<file path="config.mk">
export PLATFORM = sky130hd
export DESIGN_NAME = usr_xfer_ctrl_flat
export DESIGN_NICKNAME = d
export VERILOG_FILES = /design/src/rtl/usr_xfer_pkg.sv /design/src/rtl/usr_xfer_ctrl_if.sv /design/src/rtl/usr_xfer_ctrl_core.sv /design/src/rtl/usr_xfer_ctrl.sv /design/src/flat_wrapper.sv
export SDC_FILE = /design/constraint.sdc
export NUM_CORES = 1
export LEC_CHECK = 0
export BUFFER_PORTS_ARGS = -buffer_cell sky130_fd_sc_hd__buf_2
export CORE_MARGIN = 2
export CORE_UTILIZATION = 47
export DETAILED_ROUTE_END_ITERATION = 8
export PLACE_DENSITY = 0.79
export SYNTH_ARGS = -nofsm -noshare
export SYNTH_HDL_FRONTEND = slang
export SYNTH_SLANG_ARGS = --single-unit
</file>
<file path="constraint.sdc">
create_clock -name clk -period 2 [get_ports clk]
set_clock_uncertainty 0.2 [all_clocks]
set_input_delay 0.1 -clock clk [delete_from_list [all_inputs] [get_ports clk]]
set_output_delay 0.1 -clock clk [all_outputs]
set_load 0.1 [all_outputs]
</file>
<file path="src/rtl/usr_xfer_pkg.sv">
// Shared types and constants for the universal shift register transfer controller.
package usr_xfer_pkg;

    typedef enum logic [1:0] {
        IDLE  = 2'b00,
        SHIFT = 2'b01,
        DONE  = 2'b10
    } state_e;

    localparam logic OP_TX = 1'b0;
    localparam logic OP_RX = 1'b1;

    localparam logic [1:0] SEL_HOLD = 2'b00;
    localparam logic [1:0] SEL_SHR  = 2'b01;
    localparam logic [1:0] SEL_SHL  = 2'b10;
    localparam logic [1:0] SEL_LOAD = 2'b11;

endpackage

</file>
<file path="src/rtl/usr_xfer_ctrl_if.sv">
// Command and response valid/ready bundle between a parallel producer/consumer and the controller.
interface usr_xfer_ctrl_if #(
    parameter int WIDTH = 4
) ();

    logic             cmd_valid;
    logic             cmd_ready;
    logic             cmd_op;
    logic             cmd_dir;
    logic [WIDTH-1:0] cmd_data;
    logic             rsp_valid;
    logic             rsp_ready;
    logic [WIDTH-1:0] rsp_data;

    modport master (
        output cmd_valid, cmd_op, cmd_dir, cmd_data, rsp_ready,
        input  cmd_ready, rsp_valid, rsp_data
    );

    modport slave (
        input  cmd_valid, cmd_op, cmd_dir, cmd_data, rsp_ready,
        output cmd_ready, rsp_valid, rsp_data
    );

endinterface

</file>
<file path="src/rtl/usr_xfer_ctrl_core.sv">
// WIDTH-bit universal shift register: hold, shift right, shift left or parallel load.
module usr_core
    import usr_xfer_pkg::*;
#(
    parameter int WIDTH = 4
) (
    input  logic             clk,
    input  logic             rst,
    input  logic [1:0]       sel,
    input  logic [WIDTH-1:0] d_in,
    input  logic             fill,
    output logic [WIDTH-1:0] q
);

    logic [WIDTH-1:0] q_q;

    // Register update selected by the mode code
    always_ff @(posedge clk) begin
        if (rst) begin
            q_q <= '0;
        end else begin
            case (sel)
                SEL_HOLD: q_q <= q_q;
                SEL_SHR:  q_q <= {fill, q_q[WIDTH-1:1]};
                SEL_SHL:  q_q <= {q_q[WIDTH-2:0], fill};
                SEL_LOAD: q_q <= d_in;
                default:  q_q <= q_q;
            endcase
        end
    end

    assign q = q_q;

endmodule

</file>
<file path="src/rtl/usr_xfer_ctrl.sv">
// Transfer controller sequencing usr_core for TX (parallel-to-serial) and RX (serial-to-parallel).
// Optional feature: define USR_XFER_CTRL_ABORT_EN to add an abort input that cancels a transfer mid-shift.
module usr_xfer_ctrl
    import usr_xfer_pkg::*;
#(
    parameter  int WIDTH = 4,
    localparam int CNT_W = $clog2(WIDTH + 1)
) (
    input  logic           clk,
    input  logic           rst,
    usr_xfer_ctrl_if.slave bus,
    output logic           ser_en,
    output logic           ser_out,
    input  logic           ser_in,
    output logic [1:0]     usr_sel,
    output logic           busy
`ifdef USR_XFER_CTRL_ABORT_EN
    ,
    input  logic           abort
`endif
);

    localparam logic [CNT_W-1:0] CNT_LAST = CNT_W'(WIDTH - 1);
    localparam logic [CNT_W-1:0] CNT_ONE  = CNT_W'(1);

    state_e           state_q, state_d;
    logic             op_q, op_d;
    logic             dir_q, dir_d;
    logic [CNT_W-1:0] cnt_q, cnt_d;

    logic [1:0]       sel_s;
    logic [1:0]       core_sel_s;
    logic [WIDTH-1:0] load_data_s;
    logic             fill_s;
    logic [WIDTH-1:0] q_s;

    usr_core #(
        .WIDTH (WIDTH)
    ) u_core (
        .clk  (clk),
        .rst  (rst),
        .sel  (core_sel_s),
        .d_in (load_data_s),
        .fill (fill_s),
        .q    (q_s)
    );

    // FSM and transfer context registers
    always_ff @(posedge clk) begin
        if (rst) begin
            state_q <= IDLE;
            op_q    <= 1'b0;
            dir_q   <= 1'b0;
            cnt_q   <= '0;
        end else begin
            state_q <= state_d;
            op_q    <= op_d;
            dir_q   <= dir_d;
            cnt_q   <= cnt_d;
        end
    end

    // Next-state logic and datapath control
    always_comb begin
        state_d     = state_q;
        op_d        = op_q;
        dir_d       = dir_q;
        cnt_d       = cnt_q;
        sel_s       = SEL_HOLD;
        core_sel_s  = SEL_HOLD;
        load_data_s = '0;
        fill_s      = 1'b0;
        case (state_q)
            IDLE: begin
                if (bus.cmd_valid) begin
                    op_d        = bus.cmd_op;
                    dir_d       = bus.cmd_dir;
                    cnt_d       = '0;
                    sel_s       = SEL_LOAD;
                    core_sel_s  = SEL_LOAD;
                    load_data_s = (bus.cmd_op == OP_TX) ? bus.cmd_data : '0;
                    state_d     = SHIFT;
                end else begin
                    state_d = IDLE;
                end
            end
            SHIFT: begin
                sel_s      = dir_q ? SEL_SHL : SEL_SHR;
                core_sel_s = sel_s;
                fill_s     = (op_q == OP_RX) ? ser_in : 1'b0;
                cnt_d      = cnt_q + CNT_ONE;
                if (cnt_q == CNT_LAST) begin
                    state_d = DONE;
                end else begin
                    state_d = SHIFT;
                end
`ifdef USR_XFER_CTRL_ABORT_EN
                // Abort reuses the load path with zero data to clear the register
                if (abort) begin
                    core_sel_s  = SEL_LOAD;
                    load_data_s = '0;
                    cnt_d       = '0;
                    state_d     = IDLE;
                end else begin
                    core_sel_s = sel_s;
                end
`endif
            end
            DONE: begin
                if (bus.rsp_ready) begin
                    state_d = IDLE;
                end else begin
                    state_d = DONE;
                end
            end
            default: begin
                state_d = IDLE;
            end
        endcase
    end

    // Output decode; everything is forced quiet while reset is held
    always_comb begin
        bus.cmd_ready = !rst && (state_q == IDLE);
        bus.rsp_valid = !rst && (state_q == DONE);
        bus.rsp_data  = rst ? '0 : q_s;
        ser_en        = !rst && (state_q == SHIFT);
        busy          = !rst && (state_q != IDLE);
        usr_sel       = rst ? SEL_HOLD : sel_s;
        if (ser_en) begin
            ser_out = dir_q ? q_s[WIDTH-1] : q_s[0];
        end else begin
            ser_out = 1'b0;
        end
    end

endmodule

</file>
<file path="src/flat_wrapper.sv">
// flat-port wrapper written by rule: the top's interface ports become plain ports
module usr_xfer_ctrl_flat import usr_xfer_pkg::*;
#(
    parameter  int WIDTH = 4,
    localparam int CNT_W = $clog2(WIDTH + 1)
)
  (clk, rst, ser_en, ser_out, ser_in, usr_sel, busy, bus_cmd_valid, bus_cmd_op, bus_cmd_dir, bus_cmd_data, bus_rsp_ready, bus_cmd_ready, bus_rsp_valid, bus_rsp_data);
  usr_xfer_ctrl_if #(.WIDTH(WIDTH)) bus_i ();
  input  logic clk;
  input  logic rst;
  output logic ser_en;
  output logic ser_out;
  input  logic ser_in;
  output logic [1:0] usr_sel;
  output logic busy;
  input wire logic [$bits(bus_i.cmd_valid)-1:0] bus_cmd_valid;
  input wire logic [$bits(bus_i.cmd_op)-1:0] bus_cmd_op;
  input wire logic [$bits(bus_i.cmd_dir)-1:0] bus_cmd_dir;
  input wire logic [$bits(bus_i.cmd_data)-1:0] bus_cmd_data;
  input wire logic [$bits(bus_i.rsp_ready)-1:0] bus_rsp_ready;
  output wire logic [$bits(bus_i.cmd_ready)-1:0] bus_cmd_ready;
  output wire logic [$bits(bus_i.rsp_valid)-1:0] bus_rsp_valid;
  output wire logic [$bits(bus_i.rsp_data)-1:0] bus_rsp_data;
  assign bus_i.cmd_valid = bus_cmd_valid;
  assign bus_i.cmd_op = bus_cmd_op;
  assign bus_i.cmd_dir = bus_cmd_dir;
  assign bus_i.cmd_data = bus_cmd_data;
  assign bus_i.rsp_ready = bus_rsp_ready;
  assign bus_cmd_ready = bus_i.cmd_ready;
  assign bus_rsp_valid = bus_i.rsp_valid;
  assign bus_rsp_data = bus_i.rsp_data;
  usr_xfer_ctrl #(.WIDTH(WIDTH)) u_core (.clk(clk), .rst(rst), .bus(bus_i), .ser_en(ser_en), .ser_out(ser_out), .ser_in(ser_in), .usr_sel(usr_sel), .busy(busy));
endmodule
</file>
==> flow_summary.yaml, run 1 <==
run_status:
  outcome: "complete, but fails checks"
  violations: "hold timing"
pwr:
  p_per_area_mw_per_mm2: 651
  p_leak_uw: 0.000437
  sequentialPowerShare: 0.415
  p_sw_uw: 236
  switching_share: 0.382
  p_clk_frac: 0.249
  peakVddDrop_mv: 0.434
  combinationalPowerShare: 0.337
  internal-power_uw: 382
sta:
  timing.final.crit_share: 0.942
  rsz0062_at_grt: "false"
  hold_viol: 1
  relSlewSlack: 0.679
  tightest_slew_ns: 0.485
  report.final.slew_viol_count: 0
  finalSetupTns_ns: 0
  hold_slack_ns: -0.00326
  final.setup.worst_slack_ns: 0.117
  timing.fmax_ghz: 0.531
  finalSetupViolations: 0
  min_period_ns: 1.88
route:
  wire_per_inst_microns: 13.1
  firstDrtPassIters: 4
  vias: 650
  wl_microns: 1590
  ant_nets: 0
  viasPerCell: 5.37
  detail_route.drc_violations: 0
  drt_iter0_markers: 9
worst_setup_path:
  worstPathArrival_ns: 1.58
  r2r-start: "u_core.state_q[0]"
  worst_setup_path_start_kind: "flop"
  crit_fanout: 9
  path_class: "reg2out"
  crit_path_start: "u_core.state_q[1]"
  end_kind: "primary output"
  critPathRequiredTime_ns: 1.70
job:
  cap_violations: 0
layout:
  insertedDiodeCount: 0
  drive_gt1_frac: 0.349
  n_fill_cell: 106
  seq_area_sq_um: 221
  multiInputGateArea_sq_um: 440
  syn_to_final_growth_pct: 38.8
  nNetsFinal: 120
placed_design:
  pre_cts_ws_ns: 0.286
  globalplace.congestion: 0.811
  port-buffer-count: 21
  hpwl_microns: 1160
clock_tree:
  numCtsBuffers: 3
  clock-sinks: 11
  cts_buffer_depth: 2
  cts-root-buf: "clkbuf_4"
  cts_tree: "done"
  insertion_delay_ns: 0.26
  clk_pin_slew_ns: 0.07
  cts_max_level: 1
synth:
  yosysTopAreaCellShare: 0.322
  yosys_warnings: 0
  synth_seq_cells: 11
  synthTopCellsByArea: "dfxtp_1, mux2i_1, nor2_1"
  syn_inst: 80
  synth_top_area_cell: "dfxtp_1"
  synth_area_sq_um: 683
  syn_avg_cell_area_sq_um: 8.54
  synth_seq_area_share: 0.322
  synthesis.nets: 93
  yosysUniqueCellTypes: 31
grt:
  grtUsageTotal: 0.195
  grt-ovfl-total: 0
  grt_max_degree: 19
  antenna_found_initial: 0
  grt_pass1_wl_microns: 2670
  grt_pass1_vias: 655
floorplan:
  fp-row-count: 13
  ioPinCount: 22
  dieWidth_microns: 42.1
  initial_core_util: 0.512
  chipHeight_microns: 42.1
  core_sq_mm: 0.00133
  dieArea_sq_mm: 0.00177
min_path:
  min-delay-start: "rst"
  worstHoldPathType: "in2reg"
[critical path, cell delays in order, from the launching register on]
cell,delay [ns]
dfxtp_1,0.50
inv_1,0.23
nor3_4,0.23
clkbuf_4,0.35
[final timing paths]
kind | depth (start not counted) | end | slack (ns)
worst min register to register | 1 | u_core.cnt_q[2] | 0.28
worst max register to register | 4 | u_core.dir_q | 0.17
worst max-delay path | 3 | bus_rsp_valid | 0.12
worst min-delay path | 2 | u_core.cnt_q[0] | -0.003
[metal layers]
layer / vias to the layer above / global-route usage / share of wire
met3: 4 / 0.0345 / 0.043
li1: 332 / - / -
met5: - / 0 / 0
met4: 0 / 0.100 / 0.011
met1: 295 / 0.218 / 0.44
met2: 19 / 0.350 / 0.51
[synth_stat cells (all sizes together)]
master,count
a21boi,2
a21o,1
a21oi,2
a22o,2
a22oi,1
a311oi,1
a31oi,1
a41oi,1
and2,1
and3b,1
buf,3
clkbuf,2
dfxtp,11
ha,2
inv,7
mux2i,6
nand2,2
nand2b,3
nand3b,1
nor2,11
nor2b,4
nor3,2
nor3b,1
o21ai,5
o21ba,1
o21bai,1
o221a,2
o2bb2ai,1
or2b,1
or3b,1
[cells in the final DEF (no fill, tap or decap), types with 2 or more instances in the layout]
| cell type | count |
|---|---|
| nor2_1 | 8 |
| nand2_1 | 2 |
| mux2i_1 | 6 |
| dfxtp_1 | 10 |
| nor2_2 | 3 |
| dlygate4sd3_1 | 6 |
| clkbuf_4 | 5 |
| o21ai_0 | 5 |
| buf_2 | 16 |
| inv_1 | 7 |
| a22o_1 | 2 |
| a21boi_0 | 2 |
| ha_1 | 2 |
| o221a_2 | 2 |
| nor2b_1 | 4 |
| nand2b_1 | 3 |
| buf_12 | 3 |
[power groups by stage]
stage / registers, uW / clock network, uW / logic [uW]
after global routing: 259 / 162 / 221
after CTS: 255 / 154 / 207
after detailed placement: 260 / 0 / 197
final: 256 / 153 / 208
after global placement: 258 / 0 / 194
after floorplan: 245 / 0 / 167
[what timing repair did]
| item | in CTS | in global routing |
|---|---|---|
| hold endpoints to repair | 4 | 0 |
| setup buffers | 0 | 0 |
| resized for setup | 1 | 3 |
| setup endpoints to repair | 1 | 4 |
| pin swaps | 0 | 0 |
| hold buffers | 6 | 0 |
[logic make-up (layout without fill, tap and decap cells)]
group           after synthesis  in the layout  synth area share
compound gates               21             21             0.236
fa+ha+maj                     2              2            0.0366
buf+inv                      12             38            0.0806
flops                        11             11             0.322
mux                           6              6            0.0879
simple gates                 28             28             0.236
[flip-flops by register name, summed over array words and instances (netlist names)]
| signal | count |
|---|---|
| u_core.u_core.q | 4 |
| u_core.cnt_q | 3 |
| u_core.state_q | 2 |
| u_core.dir_q | 1 |
| u_core.op_q | 1 |
[final cells by class]
class                      count  area share
sequential                    11       0.234
timing repair buffer          27       0.227
clock buffer                   4      0.0277
inverter                       7      0.0277
tap                           15      0.0198
multi-input combinational     57       0.464
[through the flow]
step | util | area [sq um] | instances | total power (uW)
after floorplan | - | 711 | 80 | 412
after global placement | 0.638 | 851 | 111 | 453
after detailed placement | 0.638 | 851 | 111 | 456
after CTS | 0.704 | 938 | 121 | 615
after global routing | 0.711 | 948 | 121 | 642
final | 0.711 | 948 | 121 | 617
Power figures use the tool's default switching activity.
==> run 2: changes to the inputs <==
- CORE_UTILIZATION: 47 -> 35
- PLACE_DENSITY: 0.79 -> 0.63
- SKIP_CTS_REPAIR_TIMING: default -> 1
==> run 2 against run 1 <==
- clock power hardly changed
- global-route usage is 5.2 points lower
- worst setup slack better by 0.048 ns
- flip-flop and latch count stayed put
- hold slack better by 0.034 ns
- the flow now finishes without violations
- power is 0.46% higher
==> flow_summary.yaml, run 2 (synthesis gave the netlist of run 1 again) <==
grt:
  grt_pass1_wl_microns: 2270
  grt-ovfl-total: 0
  antenna_found_initial: 0
  grtUsageTotal: 0.143
  grt_max_degree: 19
  grt_pass1_vias: 491
worst_setup_path:
  worstPathArrival_ns: 1.53
  worst_setup_path_start_kind: "flop"
  rrSetupSlack_ns: 0.48
  rr_worst_depth: 3
  crit_chain: "inv_1 > nor3_4 > clkbuf_4"
  end_kind: "primary output"
  critical-path-slowest-cell: "dfxtp_1"
  path_class: "reg2out"
  r2r-start: "u_core.state_q[0]"
  critPathRequiredTime_ns: 1.70
  cpPeakStageDelay_ns: 0.48
  rr_endpoint: "u_core.u_core.q[0]"
  crit_fanout: 9
min_path:
  min-delay-start: "bus_cmd_valid"
  worstHoldPathType: "in2reg"
  whs_path_depth: 3
  min_to: "u_core.u_core.q[3]"
layout:
  fin_util: 0.538
  syn_to_final_growth_pct: 40.3
  mostFrequentLayoutCells: "buf_2, dfxtp_1, nor2_1"
  drive_gt1_frac: 0.343
  insertedDiodeCount: 0
  nNetsFinal: 119
  n_fill_cell: 181
  largest_reg_flops: 4
  layout_commonest_cell: "buf_2"
  stdcell_area_sq_um: 958
  final_cells: 130
sta:
  hold_viol: 0
  hold_slack_ns: 0.0311
  finalSetupViolations: 0
  timing.final.crit_share: 0.917
  rsz0062_at_grt: "false"
  tightest_slew_ns: 0.485
  final.setup.worst_slack_ns: 0.165
  timing.fmax_ghz: 0.545
  relSlewSlack: 0.679
  min_period_ns: 1.83
  report.final.slew_viol_count: 0
clock_tree:
  clk_pin_slew_ns: 0.08
  numCtsBuffers: 3
  clock-sinks: 11
  cts_buffer_depth: 2
  cts-root-buf: "clkbuf_4"
  cts_tree: "done"
  insertion_delay_ns: 0.27
  cts_max_level: 1
floorplan:
  core_sq_mm: 0.00178
  fp-row-count: 15
  dieWidth_microns: 48.2
  ioPinCount: 22
  dieArea_sq_mm: 0.00232
  chipHeight_microns: 48.2
  initial_core_util: 0.383
route:
  wire_per_inst_microns: 11.8
  vias: 644
  firstDrtPassIters: 4
  wl_met1_microns: 740
  drt_iter0_markers: 12
  viasPerCell: 4.95
  ant_nets: 0
  dr.max_layer_used: "met4"
  wl_microns: 1530
  wl_met3_microns: 80
  detail_route.drc_violations: 0
  dr_wl_met2_microns: 693
run_status:
  outcome: "finished, final reports clean"
pwr:
  peakVddDrop_mv: 0.468
  p_leak_uw: 0.000430
  p_per_area_mw_per_mm2: 647
placed_design:
  globalplace.congestion: 0.803
  dpl-instance-area_sq_um: 878
  pre_cts_ws_ns: 0.348
  placed_cells_incl_taps: 121
  hpwl_microns: 1130
  port-buffer-count: 21
job:
  cap_violations: 0
[run 2: cell types whose count changed in the layout (fill, tap and decap cells not counted)]
cell           before  now
buf_12              3    4
clkbuf_4            5    4
dlygate4sd3_1       6    5
nor3b_1             0    1
nor3b_2             1    0
[run 2: layer usage]
metal	global-route usage	vias up
li1	-	328
met1	0.208	291
met2	0.195	21
met3	0.0481	4
met4	0.0486	0
met5	0	-
[run 2: final cells by class]
type	count	area, sq um	share of cell area
multi-input cells	57	435	0.454
flip-flops and latches	11	221	0.231
repair buffers	26	218	0.227
well taps	25	31.3	0.0326
clock buffers	4	26.3	0.0274
inverters	7	26.3	0.0274
[run 2: report_power, final]
group          switching (uW)  leakage (uW)  internal, uW
Clock                    77.3     0.0000150          77.1
Combinational             136      0.000324          73.4
Sequential               22.8     0.0000905           233
Total                     236      0.000430           384
[run 2: per-stage QoR]
step / TNS [ns] / power (uW)
after global placement: 0 / 461
after global routing: 0 / 654
after CTS: 0 / 618
after floorplan: -0.124 / 412
after detailed placement: 0 / 463
final: 0 / 620
[run 2: critical path: cells and delay by family, from the launching register on]
kind | cells | cell delay [ns]
buf+inv | 2 | 0.56
flops | 1 | 0.48
simple gates | 1 | 0.22
[run 2: how the worst max path moves through the flow]
stage | from | to | slack [ns] | cells past startpoint
after detailed placement | u_core.state_q[0] | u_core.u_core.q[0] | 0.35 | 3
final | u_core.state_q[1] | bus_rsp_valid | 0.17 | 3
after CTS | u_core.state_q[0] | busy | 0.06 | 3
after floorplan | u_core.state_q[0] | bus_cmd_ready | -0.12 | 3
after global routing | u_core.state_q[1] | bus_rsp_valid | 0.07 | 3
after global placement | u_core.state_q[0] | busy | 0.36 | 3
